$ cat config.mk
export PLATFORM = sky130hd
export DESIGN_NAME = sdram_port_arbiter
export DESIGN_NICKNAME = d
export VERILOG_FILES = /design/src/rtl/sdram_port_arbiter.sv
export SDC_FILE = /design/constraint.sdc
export NUM_CORES = 1
export LEC_CHECK = 0
export ABC_CLOCK_PERIOD_IN_PS = 3500
export BUFFER_PORTS_ARGS = -buffer_cell sky130_fd_sc_hd__buf_4
export CAP_MARGIN = 20
export CORE_AREA = 3 3 83 85
export CTS_BUF_LIST = sky130_fd_sc_hd__clkbuf_2
export DETAILED_ROUTE_END_ITERATION = 6
export DIE_AREA = 0 0 86 88
export PLACE_DENSITY = 0.67
export SETUP_SLACK_MARGIN = 0.02
export SKIP_LAST_GASP = 1
export SYNTH_ARGS = -nofsm -noshare
export SYNTH_HDL_FRONTEND = slang
export SYNTH_SLANG_ARGS = --single-unit
$ cat constraint.sdc
create_clock -name clk50 -period 3.5 [get_ports clk50]
set_clock_uncertainty 0.05 [all_clocks]
set_input_delay 0.35 -clock clk50 [delete_from_list [all_inputs] [get_ports clk50]]
set_output_delay 0.35 -clock clk50 [all_outputs]
set_load 0.01 [all_outputs]
$ cat src/rtl/sdram_port_arbiter.sv
// Three-port request/acknowledge arbiter in front of the SDRAM controller; one transaction at a time.
// Define ARB_STARVE_GUARD_EN to add the port-2 starvation guard (default build: fixed priority 1 > 0 > 2).
//
// state  | meaning
// IDLE   | no transaction; arbitrate among pN_req and latch the winner in grant
// ISSUE  | mem_req high, granted port's fields muxed to the controller, waiting for mem_op_begun
// RDWAIT | read accepted by the controller, waiting for mem_rdata_valid
module sdram_port_arbiter #(
  parameter int ADDR_W       = 25,
  parameter int DATA_W       = 16,
  parameter int STARVE_LIMIT = 8
) (
  input  logic              clk50,
  input  logic              reset,
  input  logic              p0_req,
  input  logic              p0_we,
  input  logic [ADDR_W-1:0] p0_addr,
  input  logic [DATA_W-1:0] p0_wdata,
  output logic              p0_op_begun,
  output logic              p0_rdata_valid,
  input  logic              p1_req,
  input  logic              p1_we,
  input  logic [ADDR_W-1:0] p1_addr,
  input  logic [DATA_W-1:0] p1_wdata,
  output logic              p1_op_begun,
  output logic              p1_rdata_valid,
  input  logic              p2_req,
  input  logic              p2_we,
  input  logic [ADDR_W-1:0] p2_addr,
  input  logic [DATA_W-1:0] p2_wdata,
  output logic              p2_op_begun,
  output logic              p2_rdata_valid,
  output logic [DATA_W-1:0] rdata,
  output logic              mem_req,
  output logic              mem_we,
  output logic [ADDR_W-1:0] mem_addr,
  output logic [DATA_W-1:0] mem_wdata,
  input  logic              mem_op_begun,
  input  logic [DATA_W-1:0] mem_rdata,
  input  logic              mem_rdata_valid
);

  if (STARVE_LIMIT < 1) begin : g_bad_limit
    $error("STARVE_LIMIT must be at least 1");
  end

  typedef enum logic [1:0] {IDLE, ISSUE, RDWAIT} state_t;

  state_t            state_q, state_d;
  logic [1:0]        grant_q, grant_d;
  logic              mem_req_q, mem_req_d;
  logic              ack, rvalid;
  logic              ack_out, rvalid_out, issue_live;
  logic              g_req, g_we;
  logic [ADDR_W-1:0] g_addr;
  logic [DATA_W-1:0] g_wdata;
  logic              p2_win;

`ifdef ARB_STARVE_GUARD_EN
  localparam int CNT_W = $clog2(STARVE_LIMIT + 1);
  logic [CNT_W-1:0] starve_q, starve_d;
  assign p2_win = p2_req && (starve_q == CNT_W'(STARVE_LIMIT));
`else
  assign p2_win = 1'b0;
`endif

  always_comb begin
    g_req   = 1'b0;
    g_we    = 1'b0;
    g_addr  = '0;
    g_wdata = '0;
    case (grant_q)
      2'd0: begin g_req = p0_req; g_we = p0_we; g_addr = p0_addr; g_wdata = p0_wdata; end
      2'd1: begin g_req = p1_req; g_we = p1_we; g_addr = p1_addr; g_wdata = p1_wdata; end
      2'd2: begin g_req = p2_req; g_we = p2_we; g_addr = p2_addr; g_wdata = p2_wdata; end
      default: ;
    endcase
  end

  always_comb begin
    state_d = state_q;
    grant_d = grant_q;
    ack     = 1'b0;
    rvalid  = 1'b0;
    case (state_q)
      IDLE: begin
        if (p2_win) begin
          grant_d = 2'd2;
          state_d = ISSUE;
        end else if (p1_req) begin
          grant_d = 2'd1;
          state_d = ISSUE;
        end else if (p0_req) begin
          grant_d = 2'd0;
          state_d = ISSUE;
        end else if (p2_req) begin
          grant_d = 2'd2;
          state_d = ISSUE;
        end
      end
      ISSUE: begin
        // A dropped request wins over a same-cycle accept: the requester has already walked away.
        if (!g_req) begin
          state_d = IDLE;
        end else if (mem_op_begun) begin
          ack = 1'b1;
          if (g_we) begin
            state_d = IDLE;
          end else if (mem_rdata_valid) begin
            rvalid  = 1'b1;
            state_d = IDLE;
          end else begin
            state_d = RDWAIT;
          end
        end
      end
      RDWAIT: begin
        if (mem_rdata_valid) begin
          rvalid  = 1'b1;
          state_d = IDLE;
        end
      end
      default: state_d = IDLE;
    endcase
    mem_req_d = (state_d == ISSUE);
  end

`ifdef ARB_STARVE_GUARD_EN
  // With p2_req high in IDLE a grant always happens, and the count never passes the limit.
  always_comb begin
    starve_d = starve_q;
    if (state_q == IDLE) begin
      if (!p2_req || grant_d == 2'd2) starve_d = '0;
      else                            starve_d = starve_q + CNT_W'(1);
    end
  end
`endif

  always_ff @(posedge clk50) begin
    if (reset) begin
      state_q   <= IDLE;
      grant_q   <= 2'd0;
      mem_req_q <= 1'b0;
`ifdef ARB_STARVE_GUARD_EN
      starve_q  <= '0;
`endif
    end else begin
      state_q   <= state_d;
      grant_q   <= grant_d;
      mem_req_q <= mem_req_d;
`ifdef ARB_STARVE_GUARD_EN
      starve_q  <= starve_d;
`endif
    end
  end

  assign ack_out    = ack && !reset;
  assign rvalid_out = rvalid && !reset;
  assign issue_live = (state_q == ISSUE) && !reset;

  assign p0_op_begun    = ack_out && (grant_q == 2'd0);
  assign p1_op_begun    = ack_out && (grant_q == 2'd1);
  assign p2_op_begun    = ack_out && (grant_q == 2'd2);
  assign p0_rdata_valid = rvalid_out && (grant_q == 2'd0);
  assign p1_rdata_valid = rvalid_out && (grant_q == 2'd1);
  assign p2_rdata_valid = rvalid_out && (grant_q == 2'd2);

  assign mem_req   = mem_req_q;
  assign mem_we    = issue_live && g_we;
  assign mem_addr  = issue_live ? g_addr : '0;
  assign mem_wdata = issue_live ? g_wdata : '0;
  assign rdata     = mem_rdata;

endmodule

==> results.py <==
metrics = {
    "outcome": {
        "status": "complete, no violations",
    },
    "sta": {
        "setup_viol": 0,
        "setup_tns_ns": 0,
        "rsz0062_at_grt": "false",
        "period_minus_slack_ns": 2.758,
        "final_hold_viol_count": 0,
        "fin_crit_sh": 0.7881,
        "relSlewSlack": 0.3683,
        "finalMaxSlewViolations": 0,
        "clock.fmax_ghz": 0.3625,
        "worst_pin_slew_ns": 0.9455,
    },
    "die": {
        "rows": 29,
        "die_x_um": 86,
        "die_area_um2": 7568,
        "die_y_um": 88,
        "core_um2": 6277,
        "start_util": 0.2531,
        "pin_count": 214,
    },
    "routing": {
        "detailroute.via_count": 2266,
        "drc": 0,
        "via_per_inst": 4.701,
        "wl_um": 7266,
        "drt_first_pass_iters": 6,
        "wl_per_cell_um": 15.07,
        "drtIter0Drc": 107,
        "detail-route-antenna-nets": 0,
    },
    "layout": {
        "diodes": 0,
        "final_core_util": 0.4582,
        "nets": 559,
        "final_layout_size_suffix_gt1_frac": 0.4765,
        "syn2layout_area_growth_pct": 81.02,
    },
    "critical_path": {
        "crit-reg2reg-launch": "grant_q[1]",
        "required_ns": 3.10,
        "crit_path_top_delay_cell": "dfxtp_2",
        "critPathKind": "register to output port",
        "startpoint_type": "register",
        "critical_path.cell_chain": "mux2i_1, o32ai_1, a41oi_1, nor4b_1, buf_4",
        "crit_fanout": 33,
        "path_buf_inv": 1,
        "crit_arrival_ns": 2.36,
        "critPathCaptureType": "output port",
        "startpoint": "grant_q[1]",
        "max_stage_delay_ns": 0.92,
        "crit_family": "flip-flops",
    },
    "synth": {
        "synth.distinct_cells": 31,
        "synth_common_cells": "nor2_1, a21oi_1, mux2i_1, buf_4, clkbuf_1",
        "synth_seq_cells": 5,
        "syn_avg_cell_area_um2": 6.231,
        "syn_nets": 408,
        "synthCells": 255,
        "yosysTopAreaCell": "mux2i_1",
        "synthArstFlopShare": 0,
        "synth_top_area_frac": 0.2709,
        "synth_area_leaders": "mux2i_1, nor2_1, a21oi_1",
        "synth_area_um2": 1589,
        "ys.flop_type": "dfxtp_1",
        "ys_seq_area_frac": 0.06299,
        "synth-edff-count": 0,
        "yosysWarnings": 0,
        "yosysMostFrequentCell": "nor2_1",
    },
    "global_routing": {
        "overflow": 0,
        "grt_pass1_vias": 2216,
        "gr-usage-all-layers": 0.1679,
        "antenna_found_initial": 0,
        "grt_max_degree": 44,
        "grt_pass1_wl_um": 10610,
    },
    "cts": {
        "clkSinkCount": 5,
        "clock_latency_ns": 0.23,
        "postCtsSetupBuffers": 0,
        "clockRootBuffer": "clkbuf_2",
        "cts.reportedPaths.clkPinSlew_ns": 0.07,
        "cts_buffers": 3,
        "ctsResizeCount": 0,
        "hold_buffers": 0,
        "clock_path_buffers": 2,
        "htree_levels": 1,
        "tritoncts": "built",
    },
    "run": {
        "drv_cap": 0,
    },
    "hold_path": {
        "min_path_type": "primary input to register",
        "hp-start": "reset",
    },
    "placement": {
        "hpwlAfterDp_um": 5939,
        "gp_congestion": 0.7856,
        "numPortBuffers": 181,
    },
    "power": {
        "ir_drop_mv": 0.1611,
        "pwr_density_cell_nw_per_um2": 195.7,
        "p_leak_nw": 1.414,
        "power.total_mw": 0.5630,
    },
}
-- report_power, final --
part           leakage, nW  total [mW]  switching [mW]  internal [mW]
Combinational         1.36       0.413           0.183          0.229
Clock               0.0166      0.0597          0.0294         0.0303
Sequential          0.0420      0.0905          0.0267         0.0639
-- through the flow --
step                      hold slack (ns)  instance area (um^2)  setup slack [ns]  std cells
after CTS                          0.2922                  2877            0.7132        482
after global placement             0.4915                  2856             1.026        478
after detailed placement           0.4998                  2856            0.9861        478
after global routing               0.3030                  2877            0.5156        482
after floorplan                    0.4617                  1589             1.697        255
final                              0.2977                  2877            0.7417        482
-- sequential cells by signal, indices dropped and copies added (netlist names) --
signal and flops:
mem_req 1, state_q 2, grant_q 2
-- path summary, 6_finish.rpt --
check | endpoint | slack [ns] | cells after the start
setup / recovery | p2_rdata_valid | 0.74 | 5
hold / removal | state_q[1] | 0.30 | 2
setup reg to reg | state_q[1] | 1.26 | 4
hold reg to reg | state_q[1] | 0.51 | 2
-- placed cells by master, fill, tap and decap left out, drive strengths merged, types with 2 or more instances in the layout --
cell	count
nand2	3
nor3	3
clkbuf	4
nor4b	2
ha	4
mux2i	43
nor2	87
nand3b	2
o31ai	2
nor2b	2
o32ai	2
inv	3
a211o	2
dfxtp	5
buf	185
a21oi	43
-- per-layer routing --
metal | GRT usage | share of wire | routed length [um] | vias up
li1 | - | - | - | 1158
met1 | 0.2089 | 0.39 | 2823 | 1007
met2 | 0.3139 | 0.54 | 3904 | 97
met3 | 0.02446 | 0.069 | 504 | 4
met4 | 0.01871 | 0.0045 | 33 | 0
met5 | 0 | 0 | 0 | -
-- layout make-up --
cell class              instances  area [um^2]
multi-input cells             208         1257
well taps                      77        96.34
clock buffers                   4        20.02
flip-flops and latches          5        102.6
fillers                       675         3401
repair buffers                185         1389
inverters                       3        11.26
-- logic make-up after synthesis --
family	after synthesis	synth area share
AO/OA/AOI/OAI	54	0.1929
adder cells (fa/ha/maj)	4	0.03150
buffers and inverters	42	0.1504
flip-flops	5	0.06299
multiplexers	43	0.2709
AND/OR/NAND/NOR	107	0.2913
No activity file was read; power rests on OpenSTA's default activity.
